### config.mk
export PLATFORM = sky130hd
export DESIGN_NAME = if_fetch_buffer
export DESIGN_NICKNAME = d
export VERILOG_FILES = /design/src/rtl/if_fetch_buffer.sv
export SDC_FILE = /design/constraint.sdc
export NUM_CORES = 1
export LEC_CHECK = 0
export CORE_UTILIZATION = 43
export DETAILED_ROUTE_END_ITERATION = 10
export PLACE_DENSITY = 0.72
export RECOVER_POWER = 100
export SLEW_MARGIN = 20
export SYNTH_ARGS = -nofsm -noshare
export SYNTH_HDL_FRONTEND = slang
export SYNTH_SLANG_ARGS = --single-unit
### constraint.sdc
create_clock -name clk -period 3.2 [get_ports clk]
set_input_delay 0.8 -clock clk [delete_from_list [all_inputs] [get_ports clk]]
set_output_delay 0.8 -clock clk [all_outputs]
set_load 0.01 [all_outputs]
### src/rtl/if_fetch_buffer.sv
// if_fetch_buffer: instruction-fetch stage feeding the decoder.
//
// Owns the PC and issues in-order requests to instruction memory. The PC of every
// accepted request is remembered in a pending queue. When the instruction comes back it
// is paired with that PC and pushed into a BUF_DEPTH-entry FIFO. The FIFO head is
// presented to ID.
//
// A single credit pool limits in-flight requests plus buffered entries to BUF_DEPTH.
// In-flight requests include those whose responses will be discarded after a flush.
// Because of this the FIFO can never overflow, and imem_rvalid needs no back-pressure.
//
// Ports:
//   clk, rst_n                     clock, asynchronous active-low reset
//   pc_stall                       freeze PC and inhibit new requests
//   if_stall                       ID not accepting; hold FIFO head
//   if_flush                       drop fetched/in-flight work and redirect the PC
//   jp_taken, jp_target_pc         decoder jump redirect
//   rob_commit_br_taken,
//   br_target_pc                   committed-branch redirect (wins over the jump)
//   imem_req, imem_addr, imem_gnt  request handshake
//   imem_rvalid, imem_rdata        in-order response, no back-pressure
//   if_en, if_pc, if_inst          FIFO head toward ID (zero when empty)
//
// Optional build macro IF_PERF_CNT_EN adds the following saturating 32-bit outputs:
//   perf_fetch_cnt   counts fired requests
//   perf_flush_cnt   counts flush cycles
module if_fetch_buffer #(
  parameter int unsigned         PC_WIDTH   = 32,
  parameter int unsigned         INST_WIDTH = 32,
  parameter int unsigned         BUF_DEPTH  = 4,
  parameter logic [PC_WIDTH-1:0] RESET_PC   = '0
) (
  input  logic                  clk,
  input  logic                  rst_n,
  input  logic                  pc_stall,
  input  logic                  if_stall,
  input  logic                  if_flush,
  input  logic                  jp_taken,
  input  logic [PC_WIDTH-1:0]   jp_target_pc,
  input  logic                  rob_commit_br_taken,
  input  logic [PC_WIDTH-1:0]   br_target_pc,
  output logic                  imem_req,
  output logic [PC_WIDTH-1:0]   imem_addr,
  input  logic                  imem_gnt,
  input  logic                  imem_rvalid,
  input  logic [INST_WIDTH-1:0] imem_rdata,
  output logic                  if_en,
  output logic [PC_WIDTH-1:0]   if_pc,
  output logic [INST_WIDTH-1:0] if_inst
`ifdef IF_PERF_CNT_EN
  ,
  output logic [31:0]           perf_fetch_cnt,
  output logic [31:0]           perf_flush_cnt
`endif
);

  localparam int unsigned PtrW  = $clog2(BUF_DEPTH);
  localparam int unsigned CntW  = PtrW + 1;
  localparam int unsigned UsedW = CntW + 1;

  // The redirect target is chosen by rob_commit_br_taken alone; a flush with neither
  // source set still lands on jp_target_pc.
  logic unused_jp_taken;
  assign unused_jp_taken = jp_taken;

  // Low through the reset cycle so that no request escapes while rst_n is asserted.
  logic run_q;

  logic [PC_WIDTH-1:0] pc_q, pc_d;

  logic [PC_WIDTH-1:0] pend_mem_q [BUF_DEPTH];
  logic [PtrW-1:0]     pend_wr_q, pend_rd_q;
  logic [CntW-1:0]     pend_cnt_q, pend_cnt_d;
  logic [CntW-1:0]     disc_q, disc_d;

  logic [PC_WIDTH-1:0]   fifo_pc_q   [BUF_DEPTH];
  logic [INST_WIDTH-1:0] fifo_inst_q [BUF_DEPTH];
  logic [PtrW-1:0]       fifo_wr_q, fifo_rd_q;
  logic [CntW-1:0]       fifo_cnt_q, fifo_cnt_d;

  logic [CntW-1:0]  outstanding;
  logic [UsedW-1:0] used;
  logic             fire, rsp_any, rsp_drop, rsp_take, push, pop;

  assign outstanding = pend_cnt_q + disc_q;
  assign used        = UsedW'(outstanding) + UsedW'(fifo_cnt_q);

  assign imem_req  = run_q & ~pc_stall & ~if_flush & (used < UsedW'(BUF_DEPTH));
  assign imem_addr = pc_q;

  assign fire     = imem_req & imem_gnt;
  assign rsp_any  = imem_rvalid & (outstanding != '0);
  assign rsp_drop = imem_rvalid & (disc_q != '0);
  assign rsp_take = imem_rvalid & (disc_q == '0) & (pend_cnt_q != '0);
  assign push     = rsp_take & ~if_flush;
  assign pop      = if_en & ~if_stall & ~if_flush;

  assign if_en   = (fifo_cnt_q != '0);
  assign if_pc   = if_en ? fifo_pc_q[fifo_rd_q]   : '0;
  assign if_inst = if_en ? fifo_inst_q[fifo_rd_q] : '0;

  always_comb begin
    pc_d       = pc_q;
    pend_cnt_d = pend_cnt_q;
    disc_d     = disc_q;
    fifo_cnt_d = fifo_cnt_q;
    if (if_flush) begin
      pc_d       = rob_commit_br_taken ? br_target_pc : jp_target_pc;
      pend_cnt_d = '0;
      fifo_cnt_d = '0;
      // Everything still in flight must be swallowed, except a response landing right now.
      disc_d     = outstanding - CntW'(rsp_any);
    end else begin
      if (fire) pc_d = pc_q + PC_WIDTH'(4);
      pend_cnt_d = pend_cnt_q + CntW'(fire) - CntW'(rsp_take);
      fifo_cnt_d = fifo_cnt_q + CntW'(push) - CntW'(pop);
      if (rsp_drop) disc_d = disc_q - CntW'(1);
    end
  end

  always_ff @(posedge clk or negedge rst_n) begin
    if (!rst_n) begin
      run_q      <= 1'b0;
      pc_q       <= RESET_PC;
      pend_wr_q  <= '0;
      pend_rd_q  <= '0;
      pend_cnt_q <= '0;
      disc_q     <= '0;
      fifo_wr_q  <= '0;
      fifo_rd_q  <= '0;
      fifo_cnt_q <= '0;
    end else begin
      run_q      <= 1'b1;
      pc_q       <= pc_d;
      pend_cnt_q <= pend_cnt_d;
      disc_q     <= disc_d;
      fifo_cnt_q <= fifo_cnt_d;
      if (if_flush) begin
        pend_wr_q <= '0;
        pend_rd_q <= '0;
        fifo_wr_q <= '0;
        fifo_rd_q <= '0;
      end else begin
        if (fire)     pend_wr_q <= pend_wr_q + PtrW'(1);
        if (rsp_take) pend_rd_q <= pend_rd_q + PtrW'(1);
        if (push)     fifo_wr_q <= fifo_wr_q + PtrW'(1);
        if (pop)      fifo_rd_q <= fifo_rd_q + PtrW'(1);
      end
    end
  end

  // Storage needs no reset; validity is carried by the counters above.
  always_ff @(posedge clk) begin
    if (fire) pend_mem_q[pend_wr_q] <= pc_q;
    if (push) begin
      fifo_pc_q[fifo_wr_q]   <= pend_mem_q[pend_rd_q];
      fifo_inst_q[fifo_wr_q] <= imem_rdata;
    end
  end

`ifdef IF_PERF_CNT_EN
  always_ff @(posedge clk or negedge rst_n) begin
    if (!rst_n) begin
      perf_fetch_cnt <= '0;
      perf_flush_cnt <= '0;
    end else begin
      if (fire && perf_fetch_cnt != 32'hFFFF_FFFF)     perf_fetch_cnt <= perf_fetch_cnt + 32'd1;
      if (if_flush && perf_flush_cnt != 32'hFFFF_FFFF) perf_flush_cnt <= perf_flush_cnt + 32'd1;
    end
  end
`endif

endmodule

# Word level (Yosys, flattened, before mapping)
# Memories as Yosys holds them, arrays and structs flattened.
# Cells that the tools add are included.
totals:
  regBits: 50
  ram_bits: 384
  out_inout_bits: 98
  mem_count: 3
classes:
  n_addsub: 13
  order_cmp: 1
  mux: 21
  n_bitwise: 14
  n_reduce_logical: 10
memory_table:
  columns: ["memory", "depth", "width", "read_ports", "rd_ports_with_merged_regs", "write_ports", "line", "rtl"]
  rows:
  - ["fifo_inst_q", 4, 32, 1, 0, 1, "77", "logic [INST_WIDTH-1:0] fifo_inst_q [BUF_DEPTH];"]
  - ["fifo_pc_q", 4, 32, 1, 0, 1, "76", "logic [PC_WIDTH-1:0] fifo_pc_q [BUF_DEPTH];"]
  - ["pend_mem_q", 4, 32, 1, 0, 1, "71", "logic [PC_WIDTH-1:0] pend_mem_q [BUF_DEPTH];"]
op_table:
  columns: ["cell", "count"]
  rows:
  - ["32-bit two-way mux", 5]
  - ["32-bit by 3-bit adder with 32-bit output, second input constant", 1]
  - ["2-bit two-way mux", 8]
  - ["3-bit two-way mux", 4]
  - ["3-bit nonzero test", 4]
  - ["1-bit AND", 11]
  - ["2-bit nonzero test", 5]
  - ["3-bit by 1-bit subtractor with 3-bit output", 3]
  - ["2-bit by 1-bit adder with 2-bit output, second input constant", 4]
  - ["3-bit by 1-bit adder with 3-bit output", 2]
  - ["3-bit by 3-bit adder with 4-bit output", 1]
  - ["4-bit by 3-bit less-than comparator with 1-bit output, second input constant", 1]
  - ["1-bit two-way mux", 4]
  - ["3-bit adder", 1]
  - ["3-bit logical NOT", 1]
  - ["1-bit NOT", 3]
  - ["3-bit by 1-bit subtractor with 3-bit output, second input constant", 1]

# Depth between registers and ports, before layout
depth:
  ltp_word: 8
  mapped_depth: 17
  ltp_nobuf: 16

# Worst setup path after synthesis
# Ideal clock, no wire load.
synth_timing:
  path_kind: "input-to-reg"
  start: "in imem_rvalid"
  end: "mem fifo_inst_q[0][0] (enable)"
  setup_ps: 429
  t_arrival_ps: 3201
  setup_slack_ps: -430
  stages: 3
  n_path_buf: 0
  path_cell_list: "nor3b_1 > nor2b_1 > and2_1"
synth_between:
  elab_chain_len: 5
synth_lines:
  columns: ["item", "line", "rtl"]
  rows:
  - ["start: declaration", "45", "input logic imem_rvalid,"]
  - ["1-bit AND (2 in series)", "94", "assign rsp_take = imem_rvalid & (disc_q == '0) & (pend_cnt_q != '0);"]
  - ["1-bit AND", "95", "assign push = rsp_take & ~if_flush;"]
  - ["1-bit two-way mux", "155", "if (push) begin"]
  - ["1-bit two-way mux (not written as such)", "157", "fifo_inst_q[fifo_wr_q] <= imem_rdata;"]
  - ["end: declaration", "77", null]
# Every way passes these cells.

# Worst setup path after layout
layout_timing:
  start: "reg pend_cnt_q[0]"
  end: "reg pc_q[23], in the netlist imem_addr[23]"
layout_between:
  elab_chain_len: 6
layout_lines:
  columns: ["item", "line", "rtl"]
  rows:
  - ["start: declaration", "73", "logic [CntW-1:0] pend_cnt_q, pend_cnt_d;"]
  - ["start signal: assignment", "135", "pend_cnt_q <= pend_cnt_d;"]
  - ["3-bit adder", "85", "assign outstanding = pend_cnt_q + disc_q;"]
  - ["3-bit by 3-bit adder with 4-bit output", "86", "assign used = UsedW'(outstanding) + UsedW'(fifo_cnt_q);"]
  - ["4-bit by 3-bit less-than comparator with 1-bit output", "88", "assign imem_req = run_q & ~pc_stall & ~if_flush & (used < UsedW'(BUF_DEPTH));"]
  - ["1-bit AND", "88", null]
  - ["1-bit AND", "91", "assign fire = imem_req & imem_gnt;"]
  - ["2-bit nonzero test (no line)", null, null]
  - ["end signal: assignment", "134", "pc_q <= pc_d;"]
  - ["end: declaration", "69", "logic [PC_WIDTH-1:0] pc_q, pc_d;"]
# Every way passes these cells.
# A chain may end at the register's enable or synchronous reset.

==> flow_summary.yaml <==
outcome:
  status: "finished with violations"
  violations: "max-capacitance violations, negative setup slack"
global_route:
  antenna_found_initial: 1
  grt_max_degree: 66
  first_global_vias: 9862
  track_usage_pct: 17.9
  grt_pass1_wl_um: 56100
  gr-total-overflow: 0
cts:
  cts_root_buffer: "clkbuf_16"
  clkSinkCount: 434
  numCtsBuffers: 44
  cts_tree: "built"
  hold_buffers: 0
  clk_latency_ns: 0.54
  cts_max_level: 2
  max-clock-path-buffers: 3
  clk_pin_slew_ns: 0.06
sta:
  fin_crit_ns: 3.37
  final-hold-violation-count: 0
  min_period_over_period_pct: 105
  setup_violations: 24
  final_max_slew_viol_count: 0
  skew_ns: 0.0219
  rsz0062_at_grt: "true"
  max_freq_ghz: 0.296
  relSlewSlack_pct: 0.663
  worst_slew_pin_slew_ns: 1.49
  setup_ws_ns: -0.175
setup_path:
  endpoint_kind: "register"
  required_ns: 3.60
  rr_startpoint: "pend_cnt_q[0]"
  worst_ep_arrival_time_ns: 3.78
  max_stage_delay_ns: 0.61
  cp-endpoint: "imem_addr[23]"
  crit_type: "reg -> reg"
  crit_slowest_cell: "or4_4"
  critPathLaunch: "pend_cnt_q[0]"
  r2r_setup_slack_ns: -0.17
  r2r-end: "imem_addr[23]"
  crit_chain: "ha_2 -> inv_2 -> fa_2 -> xor2_2 -> xnor2_2 -> ha_4 -> buf_6 -> or4bb_1 -> or4_4 -> nor3_4 -> xnor2_1 -> mux2i_1"
  reg2regPathDepth: 12
  cp-start-kind: "register"
  worst-path-max-fanout: 6
detailed_routing:
  viasPerCell: 5.32
  wire_per_inst_um: 20.8
  drtAntennaViolNets: 0
  drt_iter0_drc: 566
  dr_total_vias: 9345
  drc: 0
  drt_pre_antenna_iters: 4
  wl_um: 36400
synth:
  synth_top_cell_area_share_pct: 65.4
  syn_nets: 1046
  synth-edff-count: 384
  ys_types: 46
  synth_top_cell_by_area: "edfxtp_1"
  synth-seq-cells: 434
  ys_warn_count: 0
  synth_most_common_cell: "edfxtp_1"
  async_flop_share_pct: 11.5
  avgSynthCellArea_um2: 19.2
  ys_top_cells_by_count: "edfxtp_1 (384), mux4_2 (96), and2_1 (74), dfrtp_1 (50), mux2i_1 (48)"
  ys.flop_type: "edfxtp_1"
  synth_area_um2: 17600
  yosysSeqAreaShare_pct: 72.6
  synthCells: 918
  synthTopCellsByArea: "edfxtp_1 (65%), mux4_2 (12%), dfrtp_1 (7.1%), mux2i_1 (2.7%), and2_1 (2.6%)"
final_layout:
  synthToLayoutAreaGrowth_pct: 28.2
  drive_above_1_share_pct: 25.0
  fin_util_pct: 56.3
  diodes: 0
  fin_nets: 1325
  design_area_um2: 22600
  nFillCells: 3020
power:
  combPwrFrac_pct: 19.6
  switching_share_pct: 24.1
  p_per_area_nw_per_um2: 645
  power_switching_mw: 3.51
  p_leak_nw: 7.87
  p_int_mw: 11.1
  fin_total_pwr_mw: 14.6
  seqPwrFrac_pct: 44.6
  irDropWorstVdd_mv: 0.362
  power_frac_clock_pct: 35.8
floorplan:
  core-area_um2: 40100
  die_width_um: 204
  chipHeight_um: 204
  start_util_pct: 43.9
  dieArea_um2: 41800
  row_count: 73
  top_level_ports: 203
min_path:
  min_path_type: "reg -> reg"
run:
  cap_violations: 1
placed_design:
  place.gp.congestion: 0.798
  hpwlAfterDp_um: 22400
  placed_cell_area_um2: 20700
  port_buffers: 201
## power by group through the flow
| stage | Clock, mW | Sequential [mW] | Combinational [mW] |
|---|---|---|---|
| final | 5.22 | 6.50 | 2.86 |
| after global routing | 5.58 | 6.52 | 3.10 |
| after CTS | 5.35 | 6.49 | 2.74 |
| after detailed placement | 0 | 6.64 | 2.63 |
| after global placement | 0 | 6.63 | 2.60 |
| after floorplan | 0 | 6.56 | 1.35 |
## registers in the layout, summed over array words and instances, names as in the netlist
name,flops
fifo_inst_q,128
fifo_pc_q,128
pend_mem_q,128
imem_addr,32
disc_q,3
fifo_cnt_q,3
pend_cnt_q,3
fifo_rd_q,2
fifo_wr_q,2
pend_rd_q,2
pend_wr_q,2
run_q,1
## metrics by stage
step | hold slack [ns] | std cells | TNS (ns) | setup WS [ns]
5_1_grt | 0.552 | 1756 | -6.32 | -0.313
2_1_floorplan | 0.504 | 918 | -0.224 | -0.0579
6_report | 0.566 | 1756 | -2.32 | -0.175
3_3_place_gp | 0.542 | 1644 | -0.189 | -0.0563
4_1_cts | 0.255 | 1740 | -1.92 | -0.195
3_5_place_dp | 0.575 | 1644 | -0.551 | -0.108
## final cells by class
| cell class | instances | area [µm²] | area share, % |
|---|---|---|---|
| inverters | 20 | 80.1 | 0.355 |
| multi-input cells | 419 | 4760 | 21.1 |
| repair buffers | 278 | 2820 | 12.5 |
| well taps | 525 | 657 | 2.91 |
| flip-flops and latches | 434 | 12800 | 56.6 |
| clock buffers | 50 | 1120 | 4.97 |
| clock inverters | 30 | 359 | 1.59 |
## placed cells by master (no fill, tap or decap), types with 5 or more instances in the layout
cell	n
a21oi_1	9
and2_1	62
and2_4	8
buf_12	16
buf_2	11
buf_4	41
buf_6	9
bufinv_16	8
clkbuf_1	10
clkbuf_16	45
clkbuf_2	10
clkdlybuf4s15_1	15
clkdlybuf4s50_1	101
clkinv_1	9
clkinv_2	9
dfrtp_1	47
dlygate4sd2_1	26
dlygate4sd3_1	32
edfxtp_1	384
ha_1	16
inv_1	15
mux2_2	6
mux2i_1	48
mux4_2	96
nand2_1	18
nand3_1	16
nand4_1	12
nor2_1	26
nor4_4	5
xnor2_1	20
xor2_1	16
## how the worst min path moves through the flow
stage,from,endpoint,slack [ns],cells after the start
6_report,pend_rd_q[0],pend_rd_q[0],0.57,2
4_1_cts,rst_n,fifo_cnt_q[0],0.25,1
5_1_grt,if_flush,pend_cnt_q[2],0.55,2
3_3_place_gp,disc_q[1],disc_q[1],0.54,2
3_5_place_dp,disc_q[1],disc_q[1],0.57,2
2_1_floorplan,rst_n,disc_q[0],0.50,0
## cell families after synthesis
family / after synthesis / synth area share (%)
flops: 434 / 72.6
simple gates: 181 / 6.00
mux: 150 / 15.4
buf+inv: 65 / 1.46
xor+xnor: 39 / 1.94
compound gates: 25 / 0.888
fa+ha+maj: 23 / 1.76
other cells: 1 / 0.0213
## worst max-delay path, delay by kind of cell, from the launching register on
kind | cells | cell delay (ns)
xor gates and xnor gates | 3 | 0.55
and+or+nand+nor | 3 | 1.31
muxes | 1 | 0.09
buffers and inverters | 2 | 0.15
adders and majority gates | 3 | 0.77
DFF | 1 | 0.37
## metal layers
layer	up-vias	wire (µm)	GRT usage [%]
met1	4849	15700	22.8
li1	4178	-	-
met4	2	743	4.96
met2	251	18200	31.0
met5	-	17	0
met3	65	1820	3.64
## what timing repair did
| action | CTS | global route |
|---|---|---|
| gates cloned | 3 | 1 |
| setup buffers | 13 | 16 |
| pin swaps | 9 | 9 |
| endpoints found under the setup margin | 78 | 60 |
| gates resized for setup | 120 | 67 |
No activity file was read; power rests on OpenSTA's default activity.
